==> src/rtl/gcn_readout_sequencer.sv <==
// Readout sequencer: kicks Combination, waits for done_comb to rise, then
// walks FM_WM_ADJ rows and publishes a per-node argmax.
// Ports: clk, reset (async, active-high), go, done_comb, fm_wm_adj_row_in ->
//   start, read_argmax, max_addi_answer, busy, done, error.
module gcn_readout_sequencer #(
  parameter int NUM_OF_NODES      = 6,
  parameter int WEIGHT_COLS       = 3,
  parameter int DOT_PROD_WIDTH    = 16,
  parameter int COO_BW            = $clog2(NUM_OF_NODES),
  parameter int MAX_ADDRESS_WIDTH = $clog2(WEIGHT_COLS),
  parameter int READ_LATENCY      = 0,
  parameter bit SIGNED_CMP        = 1'b0,
  parameter int TIMEOUT_CYCLES    = 4096
) (
  input  logic clk,
  input  logic reset,
  input  logic go,
  input  logic done_comb,
  input  logic [WEIGHT_COLS-1:0][DOT_PROD_WIDTH-1:0] fm_wm_adj_row_in,
  output logic start,
  output logic [COO_BW-1:0] read_argmax,
  output logic [NUM_OF_NODES-1:0][MAX_ADDRESS_WIDTH-1:0] max_addi_answer,
  output logic busy,
  output logic done,
  output logic error
);

  localparam int WC_W =
    (READ_LATENCY > 0) ? $clog2(READ_LATENCY + 1) : 1;
  localparam int WD_W = $clog2(TIMEOUT_CYCLES + 1);

  typedef enum logic [2:0] {
    IDLE, KICK, WAIT_COMB, READ, DONE
  } state_t;

  state_t state_q, state_d;
  logic [COO_BW-1:0] row_q, row_d;
  logic [COO_BW-1:0] ra_q, ra_d;
  logic [WC_W-1:0] wc_q, wc_d;
  logic [WD_W-1:0] wd_q, wd_d;
  logic [NUM_OF_NODES-1:0][MAX_ADDRESS_WIDTH-1:0] ans_q, ans_d;
  logic done_q, done_d;
  logic err_q, err_d;
  logic comb_prev_q;
  logic comb_rise;

  logic [MAX_ADDRESS_WIDTH-1:0] best_idx;
  logic [DOT_PROD_WIDTH-1:0] best_val;

  function automatic logic gt(
    input logic [DOT_PROD_WIDTH-1:0] a,
    input logic [DOT_PROD_WIDTH-1:0] b
  );
    if (SIGNED_CMP) return $signed(a) > $signed(b);
    else return a > b;
  endfunction

  // Strict greater-than keeps the lowest index on ties.
  always_comb begin
    best_idx = '0;
    best_val = fm_wm_adj_row_in[0];
    for (int i = 1; i < WEIGHT_COLS; i++) begin
      if (gt(fm_wm_adj_row_in[i], best_val)) begin
        best_val = fm_wm_adj_row_in[i];
        best_idx = MAX_ADDRESS_WIDTH'(i);
      end
    end
  end

  // A level left high from a previous run must not count.
  assign comb_rise = done_comb & ~comb_prev_q;

  always_comb begin
    state_d = state_q;
    row_d   = row_q;
    ra_d    = ra_q;
    wc_d    = wc_q;
    wd_d    = wd_q;
    ans_d   = ans_q;
    err_d   = err_q;
    unique case (state_q)
      IDLE, DONE: begin
        if (go) begin
          state_d = KICK;
          ans_d   = '0;
          err_d   = 1'b0;
        end
      end
      KICK: begin
        row_d   = '0;
        wc_d    = '0;
        wd_d    = '0;
        state_d = WAIT_COMB;
      end
      WAIT_COMB: begin
        if (comb_rise) begin
          state_d = READ;
          ra_d    = row_q;
        end else if (wd_q == WD_W'(TIMEOUT_CYCLES - 1)) begin
          state_d = DONE;
          err_d   = 1'b1;
        end else begin
          wd_d = wd_q + WD_W'(1);
        end
      end
      READ: begin
        if (wc_q == WC_W'(READ_LATENCY)) begin
          ans_d[row_q] = best_idx;
          wc_d = '0;
          if (row_q == COO_BW'(NUM_OF_NODES - 1)) begin
            state_d = DONE;
          end else begin
            row_d = row_q + COO_BW'(1);
            ra_d  = row_q + COO_BW'(1);
          end
        end else begin
          wc_d = wc_q + WC_W'(1);
        end
      end
      default: state_d = IDLE;
    endcase
    done_d = (state_d == DONE);
  end

  always_ff @(posedge clk or posedge reset) begin
    if (reset) begin
      state_q     <= IDLE;
      row_q       <= '0;
      ra_q        <= '0;
      wc_q        <= '0;
      wd_q        <= '0;
      ans_q       <= '0;
      done_q      <= 1'b0;
      err_q       <= 1'b0;
      comb_prev_q <= 1'b0;
    end else begin
      state_q     <= state_d;
      row_q       <= row_d;
      ra_q        <= ra_d;
      wc_q        <= wc_d;
      wd_q        <= wd_d;
      ans_q       <= ans_d;
      done_q      <= done_d;
      err_q       <= err_d;
      comb_prev_q <= done_comb;
    end
  end

  assign start           = (state_q == KICK);
  assign busy            = (state_q == KICK) ||
                           (state_q == WAIT_COMB) ||
                           (state_q == READ);
  assign read_argmax     = ra_q;
  assign max_addi_answer = ans_q;
  assign done            = done_q;
  assign error           = err_q;

endmodule

==> config.mk <==
export PLATFORM = sky130hd
export DESIGN_NAME = gcn_readout_sequencer
export DESIGN_NICKNAME = d
export VERILOG_FILES = /design/src/rtl/gcn_readout_sequencer.sv
export SDC_FILE = /design/constraint.sdc
export NUM_CORES = 1
export LEC_CHECK = 0
export ABC_AREA = 1
export CAP_MARGIN = 20
export CORE_ASPECT_RATIO = 1.25
export CORE_MARGIN = 2
export CORE_UTILIZATION = 54
export CTS_CLUSTER_SIZE = 20
export DETAILED_ROUTE_END_ITERATION = 10
export PLACE_DENSITY = 0.84
export SYNTH_ARGS = -nofsm -noshare
export SYNTH_HDL_FRONTEND = slang
export SYNTH_SLANG_ARGS = --single-unit
==> constraint.sdc <==
create_clock -name clk -period 4.57 [get_ports clk]
set_clock_uncertainty 0.05 [all_clocks]
set_input_delay 0.914 -clock clk [delete_from_list [all_inputs] [get_ports clk]]
set_output_delay 0.914 -clock clk [all_outputs]
set_load 0.1 [all_outputs]
; ---- Yosys cells after proc, flatten, opt, wreduce, memory -nomap -nowiden
; Cells that the tools add are included.
[word_totals]
register_bits = 38
inputBits = 52
word_cells = 81
[classes]
add_sub_neg = 3
order_cmp = 4
n_eq_ne = 14
muxes = 29
bitwise = 2
reduce_logical = 15
[ops]
columns = operator, count
row1 = > comparator 16 bit, 2
row2 = 2-to-1 mux 13 bit, 2
row3 = one-hot mux 13 bit (2 select lines), 1
row4 = 2-to-1 mux 12 bit, 2
row5 = 2-to-1 mux 3 bit, 8
row6 = one-hot mux 12 bit (2 select lines), 1
row7 = 2-to-1 mux 16 bit, 1
row8 = "inequality test 2 bit, second input constant", 7
row9 = "adder 13 x 1 -> 13 bit, second input constant", 1
row10 = "== test 13 x 12 -> 1 bit, second input constant", 1
row11 = bitwise mux 12 bit, 1
row12 = one-hot mux 3 bit (2 select lines), 2
row13 = one-hot mux 3 bit (4 select lines), 1
row14 = nonzero test 2 bit, 5
row15 = "== test 3 bit, second input constant", 3
row16 = AND reduction 3 bit, 3
row17 = AND reduction 4 bit, 2
row18 = demux 2 bit (select 3 bit), 1
row19 = "== test 3 x 2 -> 1 bit, second input constant", 2
row20 = 2-to-1 mux 1 bit, 5
row21 = "< comparator 3 x 4 -> 1 bit, second input constant", 1
row22 = 2-to-1 mux 2 bit, 2
row23 = one-hot mux 1 bit (2 select lines), 2
row24 = "adder 3 x 1 -> 3 bit, second input constant", 1
row25 = other kinds (9), 10

; ---- Depth between registers and ports, before layout
[logic_depth]
ltp_word = 7
depth_mapped = 29
depth_no_buf = 27

; ---- Worst setup path before layout
; No wires, ideal clock.
[synth_timing]
kind = input -> register
startpoint = input port fm_wm_adj_row_in[15] (netlist name)
endpoint = register ans_q, in the netlist max_addi_answer[10]
t_arrival_ps = 3247
required_ps = 4451
slack_ps = 1205
stages = 17
path_buffers = 2
path_cell_list = inv_1 > ha_1 > a21oi_1 > o21ai_0 > a21oi_1 > nand2_1 > nand2_1 > clkbuf_1 > o21ai_0 > ha_1 > nand2_1 > nor3_1 > nand3_1 > nand2_1 > clkbuf_1 > nand3_1 > nand2_1
[synth_between]
elab_chain_len = 7
word_cells_on_any_way = 8
cone_classes = order compare (2) / mux (6)
[synth_rtl]
columns = item, line_no
row1 = "start, declared", 19  ; input logic [WEIGHT_COLS-1:0][DOT_PROD_WIDTH-1:0] fm_wm_adj_row_in,
row2 = > comparator 16 bit, 55  ; else return a > b;
row3 = 2-to-1 mux 16 bit, 63  ; if (gt(fm_wm_adj_row_in[i], best_val)) begin
row4 = > comparator 16 bit, 55
row5 = 2-to-1 mux 2 bit (*), 63
row6 = bitwise mux 12 bit (*), 108  ; ans_d[row_q] = best_idx;
row7 = 2-to-1 mux 12 bit (*), 107  ; if (wc_q == WC_W'(READ_LATENCY)) begin
row8 = one-hot mux 12 bit (2 select lines) (*), 81  ; unique case (state_q)
row9 = "end signal, assigned", 142  ; ans_q <= ans_d;
row10 = "end, declared", 41  ; logic [NUM_OF_NODES-1:0][MAX_ADDRESS_WIDTH-1:0] ans_q, ans_d;
; Mark *: on every way between the ends. The rest lies on a longest branch, timed or not. The select of a mux whose other input is x is not followed.
; A chain may end at the register's enable or synchronous reset.

; ---- Final worst setup path
[layout_timing]
startpoint = input port fm_wm_adj_row_in[15] (netlist name)
endpoint = register ans_q, in the netlist max_addi_answer[4]
; Same word-level chain as after synthesis.

==> results_dict.tcl <==
set metrics [dict create \
    run_status "finished, final reports clean" \
    cts_setup_buffers 0 \
    crit_path_frequent_cell "sky130_fd_sc_hd__nand2_1" \
    insertedDiodeCount 0 \
    critPathArrivalTime_ps 4140 \
    final.min_clock_period_ps 4000 \
    grt_pass1_vias 2704 \
    die_area_um2 5990 \
    detailroute.via_count 2765 \
    postSynthAreaPerCell_um2 7.25 \
    detailedRoute.firstPassIterationCount 4 \
    cts_hold_buffers 0 \
    worstPathMaxFanout 24 \
    timing.final.max_slew_violations 0 \
    synth_top_area_share_pct 31.8 \
    global_route_usage_over_all_layers_pct 24.2 \
    rows 29 \
    critical_path_class "input port to register" \
    leakage_nw 1.95 \
    synth.distinct_cells 30 \
    grt_first_pass_wirelength_mm 11.9 \
    postRouteAntennaNets 0 \
    setup.worst_path.start_class "input port" \
    clk_pin_slew_ps 80 \
    grt_setup_unrepaired "false" \
    port_buffers 70 \
    transition_time_at_the_pin_with_the_least_slew_margin_ps 1010 \
    tritoncts.num_buffers 5 \
    area_delta_synth_final_pct 29.7 \
    floorplan.initialDensity_pct 56.4 \
    cts.path.max_buffers 2 \
    place.gp.congestion 0.884 \
    power.density_nw_per_um2 424 \
    viasPerCell 5.15 \
    maximum_number_of_pins_on_one_net_before_global_route_repair 28 \
    worst_ir_drop_vdd_mv 0.447 \
    design_power_total_mw 1.60 \
    post_syn_area_um2 2910 \
    fmax_mhz 250 \
    timing.setup.tns_ps 0 \
    finalCritPeriodShare_pct 87.5 \
    worstPathBufferInverterCount 3 \
    first_iter_violations 92 \
    cts_htree_levels 2 \
    path_class_of_the_lowest_slack_min_delay_path "register to register" \
    detail_route.drc_violations 0 \
    clock_tree.root_cell "sky130_fd_sc_hd__clkbuf_8" \
    placeableCoreArea_um2 5150 \
    yosysSeqAreaShare_pct 31.8 \
    syn-instance-count 401 \
    chipHeight_um 86.0 \
    design.final.nets 562 \
    cts-resized-gates 0 \
    worstSkewPairLatency_ps 300 \
    timing.max_cap.violations 0 \
    slew_headroom_pct 32.6 \
    clock_sink_count 37 \
    yosysWarnings 0 \
    boundaryPins 71 \
    wire_per_inst_um 13.0 \
    die_x_um 69.6 \
    grt_antenna_before_repair 0 \
    final_layout_size_suffix_gt1_share_pct 6.32 \
    place_hpwl_mm 5.54 \
    synthTopCellsByArea "sky130_fd_sc_hd__dfrtp_1 (32%), sky130_fd_sc_hd__ha_1 (15%), sky130_fd_sc_hd__nand2_1 (14%)" \
    yosys_register_bits 37 \
    timing.critical_path.to_type "register" \
    cpPeakStageDelay_ps 470 \
    crit_path_cell_trace "clkdlybuf4s50_1 > inv_1 > ha_1 > a21oi_1 > o21ai_0 > a21oi_1 > nand2_1 > nand2_1 > buf_4 > o21ai_0 > ha_1 > nand4_1 > nor3_1 > nand2_1 > nand2_1 > nand2_1 > nand3_1 > nand2_1" \
    synth_top_area_cell "sky130_fd_sc_hd__dfrtp_1" \
    routed_wirelength_mm 6.96 \
    hold_viol_final 0 \
    critical_path_required_ps 4710 \
    report.final.setup_viol 0 \
    cts_tree "built" \
    slowest_stage "sky130_fd_sc_hd__clkdlybuf4s50_1" \
    path_delay_family "simple AND/OR/NAND/NOR gates" \
    postSynthNetCount 489 \
    globalRoute.totalOverflow 0 \
]
through the flow:
step	util, %	hold WS, ps	cell area [um2]	setup slack [ps]	std cells
5_1_grt	73.2	456	3770	215	537
4_1_cts	72.7	423	3740	583	536
3_5_place_dp	71.0	403	3660	259	528
2_1_floorplan	-	386	2910	1200	401
6_report	73.2	419	3770	573	537
3_3_place_gp	71.0	398	3660	340	528
Yosys cell counts:
cell type,instances
sky130_fd_sc_hd__nand2_1,110
sky130_fd_sc_hd__inv_1,54
sky130_fd_sc_hd__dfrtp_1,37
sky130_fd_sc_hd__ha_1,36
sky130_fd_sc_hd__nor2_1,33
sky130_fd_sc_hd__o21ai_0,32
sky130_fd_sc_hd__nand3_1,30
sky130_fd_sc_hd__a21oi_1,18
sky130_fd_sc_hd__xor2_1,6
sky130_fd_sc_hd__nand4_1,4
sky130_fd_sc_hd__o21ai_2,4
sky130_fd_sc_hd__clkbuf_1,3
sky130_fd_sc_hd__nand2_2,3
sky130_fd_sc_hd__nand3b_1,3
sky130_fd_sc_hd__nor3_1,3
sky130_fd_sc_hd__o21ai_1,3
sky130_fd_sc_hd__or2_2,3
sky130_fd_sc_hd__a21o_1,2
sky130_fd_sc_hd__buf_2,2
sky130_fd_sc_hd__buf_6,2
sky130_fd_sc_hd__inv_2,2
sky130_fd_sc_hd__nand2_4,2
sky130_fd_sc_hd__nor2_4,2
sky130_fd_sc_hd__clkinv_1,1
sky130_fd_sc_hd__clkinv_4,1
sky130_fd_sc_hd__mux2_1,1
sky130_fd_sc_hd__nand4_4,1
sky130_fd_sc_hd__nor3_4,1
sky130_fd_sc_hd__o31ai_1,1
sky130_fd_sc_hd__xnor2_1,1
final timing paths:
path | from | endpoint | slack, ps | depth (start not counted)
worst max-delay path | fm_wm_adj_row_in[15] | max_addi_answer[4] | 570 | 18
worst max register to register | wd_q[0] | wd_q[0] | 2690 | 11
worst min-delay path | wd_q[12] | wd_q[12] | 420 | 2
worst min register to register | wd_q[12] | wd_q[12] | 420 | 2
min in group asynchronous | reset | wd_q[6] | 900 | 2
max in group asynchronous | reset | state_q[1] | 2890 | 4
placed cells by master, fill, tap and decap left out, drive strengths merged:
master / instances
a21o: 2
a21oi: 18
buf: 3
clkbuf: 5
clkdlybuf4s50: 70
clkinv: 4
clkinvlp: 1
dfrtp: 37
ha: 36
inv: 56
mux2: 1
nand2: 115
nand3: 30
nand3b: 3
nand4: 5
nor2: 35
nor3: 4
o21ai: 39
o31ai: 1
or2: 3
xnor2: 1
xor2: 6
kinds of logic (layout without fill, tap and decap cells):
logic type      Yosys count  after routing  synth area share, %
buf+inv                  65            139                 9.17
fa+ha+maj                36             36                 15.5
simple gates            195            195                 29.9
flops                    37             37                 31.8
xor+xnor                  7              7                 2.11
mux                       1              1                0.387
compound gates           60             60                 11.1
power breakdown:
part / internal (mW) / switching [mW] / leakage (nW)
combinational: 0.258 / 0.660 / 1.41
clock: 0.105 / 0.121 / 0.0439
sequential: 0.393 / 0.0615 / 0.501
metal layers:
layer / vias up / wire, um / GRT usage, % / part of all wire (%)
li1: 1435 / - / - / -
met1: 1251 / 2930 / 27.9 / 42
met2: 71 / 3590 / 46.0 / 52
met3: 8 / 329 / 3.53 / 4.7
met4: 0 / 108 / 7.52 / 1.6
met5: - / 0 / 0 / 0
area by class of cell:
cell class                      instances  area [um2]
Timing Repair Buffer                   73         743
Multi-Input combinational cell        299        1720
Clock inverter                          3        17.5
Fill cell                             395        1380
Clock buffer                            5        68.8
Inverter                               58         223
Sequential cell                        37         926
Tap cell                               62        77.6
state kept, by name (all words and copies together) (netlist names):
signal           flops
error                1
max_addi_answer     12
done                 1
wd_q                13
row_q                3
state_q              3
read_argmax          3
comb_prev_q          1
tightest hold or removal path, delay by kind of cell, from the launching register on:
kind,cells,cell delay (ps)
DFF,1,340
and+or+nand+nor,1,50
buffers and inverters,1,40
Power figures use the tool's default switching activity.
